[src/rtl/conv_enc_pkg.sv]
// Shared constants, types and helpers for the rate-1/2 convolutional encoder frame controller.
// Polynomials are octal, right-aligned in 7 bits; the MSB taps the current input bit.
package conv_enc_pkg;

  localparam int K_MAX = 7;
  localparam int SR_W  = K_MAX - 1;

  localparam logic [2:0] CFG_K3 = 3'd0;
  localparam logic [2:0] CFG_K4 = 3'd1;
  localparam logic [2:0] CFG_K5 = 3'd2;
  localparam logic [2:0] CFG_K7 = 3'd3;

  localparam logic [6:0] G0_K3 = 7'o7;
  localparam logic [6:0] G1_K3 = 7'o5;
  localparam logic [6:0] G0_K4 = 7'o17;
  localparam logic [6:0] G1_K4 = 7'o15;
  localparam logic [6:0] G0_K5 = 7'o35;
  localparam logic [6:0] G1_K5 = 7'o23;
  localparam logic [6:0] G0_K7 = 7'o171;
  localparam logic [6:0] G1_K7 = 7'o133;

  typedef enum logic [1:0] {
    IDLE   = 2'd0,
    ENCODE = 2'd1,
    FLUSH  = 2'd2
  } state_e;

  // Reserved codes fall back to K=3.
  function automatic logic [2:0] k_len(input logic [2:0] k_sel);
    case (k_sel)
      CFG_K3:  k_len = 3'd3;
      CFG_K4:  k_len = 3'd4;
      CFG_K5:  k_len = 3'd5;
      CFG_K7:  k_len = 3'd7;
      default: k_len = 3'd3;
    endcase
  endfunction

  function automatic logic [2:0] tail_len(input logic [2:0] k_sel);
    tail_len = k_len(k_sel) - 3'd1;
  endfunction

  function automatic logic [6:0] g0_of(input logic [2:0] k_sel);
    case (k_sel)
      CFG_K3:  g0_of = G0_K3;
      CFG_K4:  g0_of = G0_K4;
      CFG_K5:  g0_of = G0_K5;
      CFG_K7:  g0_of = G0_K7;
      default: g0_of = G0_K3;
    endcase
  endfunction

  function automatic logic [6:0] g1_of(input logic [2:0] k_sel);
    case (k_sel)
      CFG_K3:  g1_of = G1_K3;
      CFG_K4:  g1_of = G1_K4;
      CFG_K5:  g1_of = G1_K5;
      CFG_K7:  g1_of = G1_K7;
      default: g1_of = G1_K3;
    endcase
  endfunction

  function automatic logic [SR_W-1:0] state_mask(input logic [2:0] k_sel);
    case (k_sel)
      CFG_K3:  state_mask = 6'b000011;
      CFG_K4:  state_mask = 6'b000111;
      CFG_K5:  state_mask = 6'b001111;
      CFG_K7:  state_mask = 6'b111111;
      default: state_mask = 6'b000011;
    endcase
  endfunction

  // Reorders polynomial taps so bit j lines up with window bit j = {.., s2, s1, u}.
  function automatic logic [6:0] rev_poly(input logic [6:0] g, input logic [2:0] k);
    rev_poly = 7'd0;
    for (int j = 0; j < K_MAX; j++) begin
      if (j < int'(k)) rev_poly[j] = g[int'(k) - 1 - j];
      else             rev_poly[j] = 1'b0;
    end
  endfunction

endpackage

[src/rtl/conv_enc_core.sv]
// Encoder shift register and parity generation for one K selection.
// The symbol output is combinational from the input bit and the registered state.
module conv_enc_core
  import conv_enc_pkg::*;
(
  input  logic       clk,
  input  logic       rst,
  input  logic       en_i,
  input  logic       clr_i,
  input  logic [2:0] k_sel_i,
  input  logic       u_i,
  output logic [1:0] sym_o
);

  logic [SR_W-1:0] st_q;
  logic [SR_W-1:0] st_d;
  logic [SR_W-1:0] mask_s;
  logic [6:0]      win_s;

  assign mask_s = state_mask(k_sel_i);
  assign win_s  = {st_q & mask_s, u_i};
  assign sym_o  = {^(win_s & rev_poly(g0_of(k_sel_i), k_len(k_sel_i))),
                   ^(win_s & rev_poly(g1_of(k_sel_i), k_len(k_sel_i)))};

  // Next state: clear at frame start, shift the current bit into s1 on each accepted symbol.
  always_comb begin
    st_d = st_q;
    if (clr_i) begin
      st_d = 6'd0;
    end else if (en_i) begin
      st_d = {st_q[SR_W-2:0], u_i} & mask_s;
    end else begin
      st_d = st_q;
    end
  end

  // State register.
  always_ff @(posedge clk or posedge rst) begin
    if (rst) st_q <= 6'd0;
    else     st_q <= st_d;
  end

endmodule

[src/rtl/conv_enc_frame_ctrl.sv]
// Frame controller: accepts a payload frame, serialises it LSB first through the encoder,
// appends K-1 zero tail bits and streams 2-bit symbols under valid/ready backpressure.
module conv_enc_frame_ctrl
  import conv_enc_pkg::*;
#(
  parameter int FRAME_BITS = 32
) (
  input  logic                  clk,
  input  logic                  rst,
  input  logic [2:0]            cfg_k,
  input  logic                  in_valid,
  output logic                  in_ready,
  input  logic [FRAME_BITS-1:0] in_data,
  output logic                  out_valid,
  input  logic                  out_ready,
  output logic [1:0]            out_sym,
  output logic                  out_last,
  output logic                  busy,
  output logic [15:0]           frame_count
);

  // The index also counts tail bits (up to 5), so it needs at least 3 bits.
  localparam int IDX_W = ($clog2(FRAME_BITS) > 3) ? $clog2(FRAME_BITS) : 3;

  state_e                  state_q, state_d;
  logic [FRAME_BITS-1:0]   data_q, data_d;
  logic [2:0]              k_q, k_d;
  logic [IDX_W-1:0]        idx_q, idx_d;
  logic [15:0]             fc_q, fc_d;
  logic [FRAME_BITS-1:0]   data_sh_s;
  logic                    u_s;
  logic                    hs_s;
  logic                    accept_s;
  logic                    last_payload_s;
  logic                    last_tail_s;

  assign data_sh_s      = data_q >> idx_q;
  assign u_s            = (state_q == ENCODE) ? data_sh_s[0] : 1'b0;
  assign out_valid      = (state_q != IDLE);
  assign busy           = (state_q != IDLE);
  assign in_ready       = (state_q == IDLE);
  assign hs_s           = out_valid && out_ready;
  assign accept_s       = in_valid && in_ready;
  assign last_payload_s = (idx_q == IDX_W'(FRAME_BITS - 1));
  assign last_tail_s    = (idx_q == IDX_W'(tail_len(k_q) - 3'd1));
  assign out_last       = (state_q == FLUSH) && last_tail_s;
  assign frame_count    = fc_q;

  conv_enc_core u_core (
    .clk     (clk),
    .rst     (rst),
    .en_i    (hs_s),
    .clr_i   (accept_s),
    .k_sel_i (k_q),
    .u_i     (u_s),
    .sym_o   (out_sym)
  );

  // Frame FSM, payload/config latching, bit index and completed-frame counter.
  always_comb begin
    state_d = state_q;
    data_d  = data_q;
    k_d     = k_q;
    idx_d   = idx_q;
    fc_d    = fc_q;
    case (state_q)
      IDLE: begin
        if (in_valid) begin
          state_d = ENCODE;
          data_d  = in_data;
          k_d     = cfg_k;
          idx_d   = IDX_W'(0);
        end else begin
          state_d = IDLE;
        end
      end
      ENCODE: begin
        if (hs_s && last_payload_s) begin
          state_d = FLUSH;
          idx_d   = IDX_W'(0);
        end else if (hs_s) begin
          idx_d   = idx_q + IDX_W'(1);
        end else begin
          idx_d   = idx_q;
        end
      end
      FLUSH: begin
        if (hs_s && last_tail_s) begin
          state_d = IDLE;
          idx_d   = IDX_W'(0);
          fc_d    = fc_q + 16'd1;
        end else if (hs_s) begin
          idx_d   = idx_q + IDX_W'(1);
        end else begin
          idx_d   = idx_q;
        end
      end
      default: begin
        state_d = IDLE;
        idx_d   = IDX_W'(0);
      end
    endcase
  end

  // Controller registers.
  always_ff @(posedge clk or posedge rst) begin
    if (rst) begin
      state_q <= IDLE;
      data_q  <= {FRAME_BITS{1'b0}};
      k_q     <= 3'd0;
      idx_q   <= IDX_W'(0);
      fc_q    <= 16'd0;
    end else begin
      state_q <= state_d;
      data_q  <= data_d;
      k_q     <= k_d;
      idx_q   <= idx_d;
      fc_q    <= fc_d;
    end
  end

endmodule

[config.mk]
export PLATFORM = sky130hd
export DESIGN_NAME = conv_enc_frame_ctrl
export DESIGN_NICKNAME = d
export VERILOG_FILES = /design/src/rtl/conv_enc_pkg.sv /design/src/rtl/conv_enc_core.sv /design/src/rtl/conv_enc_frame_ctrl.sv
export SDC_FILE = /design/constraint.sdc
export NUM_CORES = 1
export LEC_CHECK = 0
export BUFFER_PORTS_ARGS = -buffer_cell sky130_fd_sc_hd__buf_2
export CAP_MARGIN = 0
export CELL_PAD_IN_SITES_DETAIL_PLACEMENT = 0
export CELL_PAD_IN_SITES_GLOBAL_PLACEMENT = 1
export CORE_MARGIN = 2
export CORE_UTILIZATION = 44
export CTS_CLUSTER_DIAMETER = 100
export DETAILED_ROUTE_END_ITERATION = 12
export PLACE_DENSITY = 0.87
export SYNTH_ARGS = -nofsm -noshare
export SYNTH_HDL_FRONTEND = slang
export SYNTH_HIERARCHICAL = 1
export SYNTH_SLANG_ARGS = --single-unit
[constraint.sdc]
create_clock -name clk -period 3.5 [get_ports clk]
set_input_delay 0.525 -clock clk [delete_from_list [all_inputs] [get_ports clk]]
set_output_delay 0.525 -clock clk [all_outputs]
set_load 0.05 [all_outputs]
Word level (Yosys, flattened, before mapping)
Index checks and enable logic that the tools add are counted.
{"block": "classes", "shifts": 1, "magnitude_cmp": 14, "eq_ne": 10, "addsub": 11, "n_reduce_logical": 13, "n_mux": 72, "n_bitwise": 4}
{"operator": "$lt 32x5->1 const B", "count": 7}
{"operator": "$sub 32x4->32 const B", "count": 3}
{"operator": "$sub 32x3->32 const B", "count": 2}
{"operator": "$mux 1", "count": 44}
{"operator": "$bmux 1 s3", "count": 14}
{"operator": "$pmux 7 s3", "count": 2}
{"operator": "$shr 32x5->1", "count": 1}
{"operator": "$sub 32x2->32 const B", "count": 1}
{"operator": "$mux 5", "count": 4}
{"operator": "$pmux 6 s3", "count": 1}
{"operator": "$add 16x1->16 const B", "count": 1}
{"operator": "$pmux 5 s3", "count": 1}
{"operator": "$and 7x7->7", "count": 2}
{"operator": "$reduce_xor 7->1", "count": 2}
{"operator": "$and 6x6->6", "count": 2}
{"operator": "$mux 6", "count": 2}
{"operator": "$lt 3x3->1 const A", "count": 3}
{"operator": "$pmux 3 s3", "count": 1}
{"operator": "$sub 3x1->4 const B", "count": 2}
{"operator": "$eq 3x2->1 const B", "count": 2}
{"operator": "$lt 1x3->1 const A", "count": 2}
{"operator": "$lt 2x3->1 const A", "count": 2}
{"operator": "$pmux 2 s3", "count": 1}
{"operator": "$reduce_and 2->1", "count": 3}
{"operator": "13 further kinds", "count": 20}
{"block": "word_totals", "out_inout_bits": 22, "reg_bits": 64}

Logic depth before layout (Yosys ltp)
Gate-level depths: netlist of the first run.
{"block": "logic_depth", "ltp_word": 10, "mapped_depth": 9, "depth_no_buf": 8}

Modules after synthesis
The synthesis of the first run kept the hierarchy.
{"module": "conv_enc_frame_ctrl", "instances": 1, "seq_area_each_um2": 1451.4, "cells_each": 219, "area_each_um2": 2827.7}
{"module": "conv_enc_core", "instances": 1, "seq_area_each_um2": 150.1, "cells_each": 49, "area_each_um2": 474.2}

Least setup slack after synthesis of the first run
Ideal clock, no wire load.
{"block": "synth_timing", "kind": "reg-to-output", "from": "register idx_q[0]", "to": "output port out_sym[1]", "path_stages_with_launch": 9, "required_ns": 2.975, "arrival_ns": 2.980, "path_slack_ns": -0.005, "cell_sequence": "dfrtp_1 -> buf_2 -> mux4_2 -> mux4_2 -> nand3_1 -> nand2_1 -> xor2_1 -> xnor2_1 -> xnor2_1"}
{"block": "synth_between", "elab_chain_len": 4}
{"item": "start, declared", "line_no": "conv_enc_frame_ctrl.sv:28", "text": "logic [IDX_W-1:0] idx_q, idx_d;"}
{"item": "start signal, assigned", "line_no": "conv_enc_frame_ctrl.sv:117", "text": "idx_q <= idx_d;"}
{"item": "$shr 32x5->1", "line_no": "conv_enc_frame_ctrl.sv:37", "text": "assign data_sh_s = data_q >> idx_q;"}
{"item": "$mux 1", "line_no": "conv_enc_frame_ctrl.sv:38", "text": "assign u_s = (state_q == ENCODE) ? data_sh_s[0] : 1'b0;"}
{"item": "via u_s", "line_no": "conv_enc_frame_ctrl.sv:31", "text": "logic u_s;"}
{"item": "$and 7x7->7", "line_no": "conv_enc_core.sv:22", "text": "assign sym_o = {^(win_s & rev_poly(g0_of(k_sel_i), k_len(k_sel_i))),"}
{"item": "$reduce_xor 7->1", "line_no": "conv_enc_core.sv:22"}
{"item": "end, declared", "line_no": "conv_enc_frame_ctrl.sv:16", "text": "output logic [1:0] out_sym,"}
The timed path passes the listed nets, and every way through them passes these cells.

Worst setup path in the final report of the first run
Same ends and word-level chain as after synthesis.

==> results by group, run 1 <==
Floorplanning
  – DIE AREA: 8210 um^2
  – Die height: 90.6 um
  – Die Span X: between 90 and 100 um
  – Core area: about 7300 um^2
  – FP Rows: 31
  – Starting density of the core: 0.455
  – Top Ports: between 60 and 70

Worst setup path
  – Critical path arrival: about 2.8 ns
  – Crit-path max FO: 6
  – R2R depth: 10
  – Worst endpoint required time: approximately 3.0 ns
  – Crit. End Element: output pin
  – Crit path top cell by count: mux4_2
  – Cell type group with the largest total delay on the critical path: multiplexers
  – Kind of critical path: flip-flop to output pin
  – Register-to-register setup slack: ~1 ns
  – Worst Setup Start Kind: flip-flop
  – CP bufs+invs: 2
  – Critical path depth: 9
  – Critical path cell sequence: buf_12, mux4_2, mux4_2, nand3b_1, nand2_1, xor2_1, xnor2_1, xnor2_2, buf_6
  – Highest cell delay on the worst timing path: 0.50 ns
  – Slowest-stage cell, CP: mux4_2

Global routing
  – Maximum number of pins on one net before global-route repair: 59
  – Initial antenna violation count: 0
  – Vias in the first global route: roughly 2.3k
  – First-pass GRT wire length: 11400 um
  – Total grt overflow: 0
  – Total global-route track usage: 0.176

Timing
  – Pins Over Slew Limit: 0
  – Rel. slew slack: 0.511
  – Fin crit share: 0.958
  – Final setup fails: 0
  – Skew final: 0.00854 ns
  – Setup TNS: 0 ns
  – RSZ-0062 raised after global routing: no
  – F_max: approximately 300 MHz
  – Measured slew at the worst slew-check pin: around 0.73 ns
  – Minimum clock period: around 3.4 ns
  – Final Hold Viols: 0
  – Final WS setup: ~0.15 ns

Placement
  – I/O Buffers: 60
  – Placer Congestion: slightly above 0.8
  – HPWL after DPL: roughly 4700 um
  – Worst slack at placement: roughly 0.23 ns
  – Placed Cells: between 400 and 500

Synthesis
  – Area share of the largest cell type after synthesis: 0.485
  – Cell taking the most area after synthesis: dfrtp_1
  – Synth async-reset ratio: 1.00
  – #FFs+latches synth: 64
  – EDFF count, synth: 0
  – Yosys cell types: 49
  – Syn Inst Count: 268
  – Synth top area cells: dfrtp_1 49%, mux2_2 13%, mux4_2 6.8%
  – Post-synthesis sequential area ratio: 0.485
  – Synthesized area per cell: 12.3 um^2
  – Top FF cell, synth: dfrtp_1
  – YS warnings: 6
  – Post-Syn Nets: ~310
  – Syn Std Cell Area: 3300 um^2

Finish
  – Layout cells sized above 1: 0.421
  – Final antenna diode count: 0
  – Nets@finish: about 380
  – Post-Layout Cell Count: 436
  – Area added between synthesis and finish: 19.3%

CTS
  – H-tree levels: 3
  – CTS root buf: clkbuf_8
  – Clk buf depth: 2
  – CTS sink cnt: between 60 and 70
  – CTS Buf Count: 9
  – Clock Latency Late Sink: 0.34 ns
  – CTS tree: built
  – Post-CTS Hold Fix Bufs: 0
  – Reg clk slew, reported paths: roughly 0.070 ns

Route
  – Post-DR wirelength/cell: 15.0 um
  – Via count: approximately 2.3k
  – Drt total wl: 6560 um
  – Final ANT Viol Nets: 0
  – DR DRC count: 0
  – Drt pass-1 iters: 4
  – Vias per cell: approximately 5.2
  – Initial drt markers: between 100 and 150

Run status
  – Run status: completed

Run
  – Max cap viols: 0

Power
  – Pwr dens: around 650 nW/um^2
  – Pleak: 0.00181 uW
  – Peak VDD IR: 390 uV

Hold path
  – Min-delay worst type: primary input to asynchronous set/reset pin
==> logic make-up (layout without fill, tap and decap cells) <==
| kind of cell | Yosys count | in the layout | synth area share |
|---|---|---|---|
| muxes | 53 | 53 | 0.214 |
| AOI/OAI and AO/OA | 30 | 30 | 0.0637 |
| DFF | 64 | 64 | 0.485 |
| buffers and inverters | 22 | 91 | 0.0307 |
| xor gates and xnor gates | 23 | 23 | 0.0633 |
| adders and majority gates | 6 | 6 | 0.0227 |
| and+or+nand+nor | 70 | 70 | 0.120 |
==> registers in the layout (all words and copies together), names as in the netlist <==
name         count
state_q          2
idx_q            5
k_q              3
u_core/st_q      6
frame_count     16
data_q          32
==> synth_stat cells, types with 2 or more instances <==
cell type,instances
nand2_1,16
ha_1,6
dfrtp_1,64
nand3_1,13
a21oi_1,11
mux2_2,37
a22o_1,3
inv_1,9
and3_1,2
buf_2,3
clkbuf_1,7
buf_4,2
nand4_1,7
nor3b_1,2
nand2b_1,4
nand3b_1,2
mux2i_1,4
a31oi_1,2
nor3_1,2
nor3b_2,2
nor2_1,11
o21ai_0,2
o211ai_1,2
xor2_1,9
xnor2_1,13
mux4_2,10
==> final timing paths <==
check,start,endpoint
max,idx_q[0]$_DFFE_PP0P_,out_sym[1]
min,rst,u_core/st_q[3]$_DFFE_PP0P_
max reg2reg,idx_q[0]$_DFFE_PP0P_,idx_q[2]$_DFFE_PP0P_
min reg2reg,frame_count[15]$_DFFE_PP0P_,frame_count[15]$_DFFE_PP0P_
max in group asynchronous,rst,idx_q[2]$_DFFE_PP0P_
min in group clk,cfg_k[1],k_q[1]$_DFFE_PP0P_
==> power by group <==
group / internal [uW] / switching (uW) / leakage, uW
clock network: 365 / 282 / 0.000101
registers: 928 / 153 / 0.000808
logic: 427 / 415 / 0.000899
total: 1720 / 850 / 0.00181
==> per-stage QoR <==
stage	total power, uW	hold slack [ns]	cell area, um^2	util
2_1_floorplan	1750	0.316	3310	-
6_report	2570	0.0997	3940	0.543
5_1_grt	2730	0.119	3940	0.543
3_5_place_dp	1930	0.462	3700	0.510
3_3_place_gp	1900	0.455	3700	0.510
4_1_cts	2590	0.0902	3930	0.542
==> cells in the final DEF, fill, tap and decap left out, drive strengths merged, types with 4 or more instances in the layout <==
| cell | count |
|---|---|
| nand2b | 4 |
| xor2 | 9 |
| a21oi | 11 |
| mux2 | 39 |
| mux4 | 10 |
| nor2 | 11 |
| nand3 | 13 |
| mux2i | 4 |
| nand2 | 16 |
| nand4 | 7 |
| clkbuf | 11 |
| xnor2 | 14 |
| buf | 66 |
| ha | 6 |
| inv | 9 |
| dfrtp | 64 |
| nor3b | 4 |
==> final cells by class <==
| class | count | area, um^2 |
|---|---|---|
| well taps | 99 | 124 |
| fillers | 640 | 3310 |
| clock buffers | 11 | 151 |
| repair buffers | 66 | 364 |
| multi-input cells | 182 | 1610 |
| inverters | 9 | 33.8 |
| clock inverters | 5 | 55.1 |
| flip-flops and latches | 64 | 1600 |
==> metal layers <==
| layer | share of wire | GRT usage | vias up | routed length [um] |
|---|---|---|---|---|
| met1 | 0.45 | 0.233 | 1132 | 2930 |
| met2 | 0.50 | 0.279 | 50 | 3250 |
| met5 | 0 | 0 | - | 0 |
| met4 | 0.013 | 0.0538 | 0 | 87 |
| li1 | - | - | 1098 | - |
| met3 | 0.044 | 0.0559 | 7 | 291 |
==> timing repair <==
item,4_1_cts,5_1_grt
endpoints found under the setup margin,2,2
resized for setup,1,4
pin swaps,0,1
buffers inserted,2,0
No activity file was read; power rests on OpenSTA's default activity.
==> run 2: changes to the inputs <==
Settings changed: BUFFER_PORTS_ARGS -buffer_cell sky130_fd_sc_hd__buf_2 to unset, CORE_UTILIZATION 44 to 50, DONT_BUFFER_PORTS set to 1, PLACE_DENSITY 0.87 to 0.86.
==> results by group, run 2 (synthesis gave the netlist of run 1 again) <==
Finish
  – Most frequent cells in the layout: 62 x dfrtp_1, 37 x mux2_2, 16 x nand2_1
  – Largest Register: data_q
  – Max reg flops: 32
  – Area added between synthesis and finish: 8.94%
  – Final antenna diode count: 0
  – Nets@finish: ~320
  – Most common cell after layout, fill and taps aside: dfrtp_1
  – Layout cells sized above 1: 0.298

Route
  – Post-DR wirelength/cell: 17.6 um
  – Drt total wl: around 6300 um
  – Vias per cell: 5.87
  – Drt pass-1 iters: 4
  – Initial drt markers: 162
  – Via count: 2109
  – DR DRC count: 0
  – Final ANT Viol Nets: 0

Floorplanning
  – Starting density of the core: 0.517
  – Die Span X: roughly 85 um
  – FP Rows: 29
  – DIE AREA: 7270 um^2
  – Die height: approximately 85 um
  – Top Ports: 61
  – Core area: around 6400 um^2

Run
  – Max cap viols: 0

Timing
  – Minimum clock period: approximately 3.4 ns
  – Measured slew at the worst slew-check pin: 0.893 ns
  – Pins Over Slew Limit: 0
  – Final WS setup: about 0.13 ns
  – RSZ-0062 raised after global routing: no
  – Final setup fails: 0
  – F_max: 297 MHz
  – Final hold slack: roughly 0.26 ns
  – Rel. slew slack: 0.404
  – Fin crit share: 0.962
  – Final Hold Viols: 0
  – Setup TNS: 0 ns
  – Skew final: roughly 0.010 ns

Worst setup path
  – R2R depth: 10
  – Crit path launch: idx_q[0]$_DFFE_PP0P_
  – Kind of critical path: flip-flop to output pin
  – Worst Setup Start Kind: flip-flop
  – Worst r2r src: idx_q[0]$_DFFE_PP0P_
  – Crit-path max FO: 4
  – Worst endpoint required time: 2.97 ns
  – Crit. End Element: output pin
  – Critical path arrival: roughly 2.8 ns
  – Register-to-register setup slack: just under 1 ns

CTS
  – H-tree levels: 3
  – Clk buf depth: 2
  – CTS Buf Count: 9
  – CTS sink cnt: 64
  – CTS tree: built
  – Reg clk slew, reported paths: around 0.070 ns
  – CTS root buf: clkbuf_8
  – Clock Latency Late Sink: ~0.33 ns

Global routing
  – Total global-route track usage: 0.183
  – Initial antenna violation count: 0
  – First-pass GRT wire length: just over 10000 um
  – Total grt overflow: 0
  – Maximum number of pins on one net before global-route repair: 42
  – Vias in the first global route: around 2.0k

Run status
  – Run status: completed

Power
  – Peak VDD IR: 415 uV
  – Pwr dens: 678 nW/um^2
  – Pleak: ~0.0015 uW

Placement
  – Worst slack at placement: 0.281 ns
  – HPWL after DPL: 4530 um
  – Placer Congestion: between 0.8 and 0.9
  – I/O Buffers: 0

Hold path
  – Min-delay worst type: primary input to asynchronous set/reset pin
==> run 2: cell count changes in the layout (fill, tap and decap cells not counted), sizes merged <==
cell / delta
buf: -55
bufinv: -1
clkinv: +1
clkinvlp: -1
dlygate4sd3: +1
==> run 2: area by class of cell <==
class                   instances  area (um^2)
repair buffers                 12          103
flip-flops and latches         64         1600
fillers                       519         2790
well taps                      77         96.3
clock inverters                 4         22.5
inverters                       9         33.8
multi-input cells             182         1610
clock buffers                  11          131
==> run 2: power by group <==
group / internal [uW] / leakage [uW] / switching (uW) / total (uW)
registers: 928 / 0.000808 / 160 / 1090
logic: 429 / 0.000661 / 408 / 837
clock network: 249 / 0.0000789 / 266 / 515
total: 1610 / 0.00155 / 834 / 2440
==> run 2: timing repair <==
action | CTS | global route
hold buffers | 1 | 0
gates resized for setup | 1 | 1
endpoints found under the setup margin | 2 | 2
setup buffers | 0 | 3
pin swaps | 0 | 0
endpoints found under the hold margin | 6 | 0
==> run 2: worst paths after layout <==
kind                                          endpoint
min in group clk                    k_q[0]$_DFFE_PP0P_
worst min-delay path                k_q[0]$_DFFE_PP0P_
worst max register to register    idx_q[2]$_DFFE_PP0P_
max in group asynchronous       data_q[13]$_DFFE_PP0P_
worst max-delay path                        out_sym[1]
worst min register to register  data_q[31]$_DFFE_PP0P_
==> run 2: through the flow <==
stage / total power, uW / instance area (um^2) / instances / util
floorplan: 1750 / 3310 / 268 / -
global placement: 1920 / 3410 / 340 / 0.534
detailed placement: 1940 / 3410 / 340 / 0.534
CTS: 2460 / 3580 / 356 / 0.560
global route: 2580 / 3600 / 359 / 0.563
finish: 2440 / 3600 / 359 / 0.563
==> run 2: per-layer routing <==
layer / track usage / vias to the layer above / share of wire
met2: 0.273 / 75 / 0.46
met1: 0.247 / 1033 / 0.45
met5: 0 / - / 0
met3: 0.0768 / 10 / 0.070
li1: - / 991 / -
met4: 0.0534 / 0 / 0.017
==> run 2: worst max-delay path, stage by stage (launching register included) <==
cell and delay [ns]:
dfrtp_2 0.37, buf_2 0.17, mux4_2 0.51, mux4_2 0.46, nand3_1 0.09, nand2_1 0.16
xor2_1 0.20, xnor2_1 0.24, xnor2_2 0.16, buf_12 0.16
==> run 3: changes to the inputs <==
Settings changed: CORE_MARGIN 2 to 8.
==> results by group, run 3 (synthesis gave the netlist of run 1 again) <==
Run status
  – Run status: completed

Route
  – Drt pass-1 iters: 4
  – Met1 wire length: between 2000 and 3000 um
  – Vias per cell: approximately 5.8
  – Final ANT Viol Nets: 0
  – Via count: a little over 2k
  – Post-DR wirelength/cell: 18.7 um
  – Max layer used: met4
  – DR WL met3: around 530 um
  – DR DRC count: 0
  – Drt total wl: 6710 um
  – Met2 wire length: roughly 3200 um
  – Initial drt markers: 125

Worst setup path
  – CP bufs+invs: 2
  – Crit path top cell by count: mux4_2
  – R2R Path End: idx_q[2]$_DFFE_PP0P_
  – Critical path arrival: about 2.8 ns
  – Worst Setup EP: out_sym[1]
  – Crit. End Element: output pin
  – Slowest-stage cell, CP: mux4_2
  – Crit path launch: idx_q[0]$_DFFE_PP0P_
  – Highest cell delay on the worst timing path: roughly 0.51 ns
  – Worst r2r src: idx_q[0]$_DFFE_PP0P_
  – Critical path cell sequence: buf_2, mux4_2, mux4_2, nand3_1, nand2_1, xor2_1, xnor2_1, xnor2_2, buf_12
  – Crit-path max FO: 4
  – R2R depth: 10
  – Cell type group with the largest total delay on the critical path: multiplexers
  – Critical path depth: 9
  – Register-to-register setup slack: 1.00 ns
  – Worst endpoint required time: ~3 ns
  – Kind of critical path: flip-flop to output pin
  – Worst Setup Start Kind: flip-flop

Timing
  – Measured slew at the worst slew-check pin: slightly above 0.8 ns
  – Setup TNS: 0 ns
  – Skew final: 0.00914 ns
  – Pins Over Slew Limit: 0
  – Minimum clock period: 3.36 ns
  – Final Hold Viols: 0
  – Rel. slew slack: 0.453
  – Final hold slack: approximately 0.22 ns
  – Final setup fails: 0
  – Fin crit share: 0.959
  – F_max: ~300 MHz

Run
  – Max cap viols: 0

CTS
  – Clock Latency Late Sink: approximately 0.34 ns
  – CTS sink cnt: 64
  – CTS root buf: clkbuf_8
  – CTS tree: built
  – Clk buf depth: 2
  – H-tree levels: 3
  – Reg clk slew, reported paths: 0.07 ns
  – CTS Buf Count: 9

Power
  – Peak VDD IR: roughly 410 uV
  – Post-route total power: 2620 uW
  – Pleak: roughly 0.0016 uW
  – Pwr dens: ~720 nW/um^2

Floorplanning
  – DIE AREA: 9460 um^2
  – FP Rows: 29
  – Die Span X: just under 100 um
  – Starting density of the core: 0.517
  – Die height: 97.3 um
  – Top Ports: about 60
  – Core area: 6390 um^2

Global routing
  – Initial antenna violation count: 0
  – Total grt overflow: 0
  – Vias in the first global route: approximately 2.2k
  – Maximum number of pins on one net before global-route repair: 40
  – Total global-route track usage: 0.148
  – First-pass GRT wire length: 11400 um

Finish
  – Design area: 3660 um^2
  – Nets@finish: 322
  – Most common cell after layout, fill and taps aside: dfrtp_1
  – Most frequent cells in the layout: 62 x dfrtp_1, 37 x mux2_2, 16 x nand2_1
  – Final antenna diode count: 0
  – Area added between synthesis and finish: 10.7%
  – Max reg flops: 32
  – Largest Register: data_q
  – Layout cells sized above 1: 0.305

Placement
  – Placer Congestion: ~0.79
  – I/O Buffers: 0
  – DP Area: 3410 um^2
  – HPWL after DPL: ~5000 um

Hold path
  – Min-delay worst type: primary input to asynchronous set/reset pin
## run 3: changes by cell type in the layout (fill, tap and decap cells not counted)
cell / previous run / this run
clkbuf_1: 2 / 0
bufinv_16: 0 / 2
clkbuf_8: 9 / 10
buf_4: 9 / 8
## run 3: metrics by stage
stage	std cells	util	worst slack (ns)
after global placement	340	0.534	0.357
after detailed placement	340	0.534	0.287
after CTS	357	0.570	0.0659
final	359	0.572	0.143
after global routing	359	0.572	-0.00295
after floorplan	268	-	0.0113
## run 3: where the power goes
part | total [uW] | switching (uW) | internal [uW]
clock | 698 | 282 | 416
combinational | 835 | 406 | 429
sequential | 1090 | 162 | 928
total | 2620 | 849 | 1770
## run 3: what timing repair did
action                                  CTS  global route
hold buffers                              1             0
gates resized for setup                   1             1
hold endpoints to repair                  6             0
buffers inserted                          0             2
endpoints found under the setup margin    2             1
## run 3: final cells by class
class,instances,area (um^2)
clock buffer,10,138
clock inverter,6,82.6
fill,519,2730
inverter,9,33.8
multi-input combinational,182,1610
sequential,64,1600
tap,77,96.3
timing repair buffer,11,95.1
## run 3: worst min-delay path by stage
| stage | start | slack (ns) | end | cells after the start |
|---|---|---|---|---|
| after global routing | rst | 0.29 | k_q[0]$_DFFE_PP0P_ | 1 |
| after detailed placement | rst | 0.35 | u_core/st_q[5]$_DFFE_PP0P_ | 1 |
| final | rst | 0.22 | k_q[0]$_DFFE_PP0P_ | 1 |
| after CTS | rst | 0.25 | k_q[0]$_DFFE_PP0P_ | 1 |
| after global placement | rst | 0.34 | u_core/st_q[4]$_DFFE_PP0P_ | 1 |
| after floorplan | rst | 0.32 | u_core/st_q[0]$_DFFE_PP0P_ | 1 |
## run 3: worst register-to-register path: cells and delay by family (launching register included)
kind / cells / cell delay [ns]
AO/OA/AOI/OAI: 4 / 0.96
flip-flops: 1 / 0.42
adder cells (fa/ha/maj): 2 / 0.41
buffers and inverters: 2 / 0.32
AND/OR/NAND/NOR: 2 / 0.29
## run 3: per-layer routing
layer / global-route usage / vias to the layer above
li1: - / 985
met2: 0.230 / 52
met1: 0.172 / 1024
met3: 0.0704 / 7
met5: 0 / -
met4: 0.0559 / 0
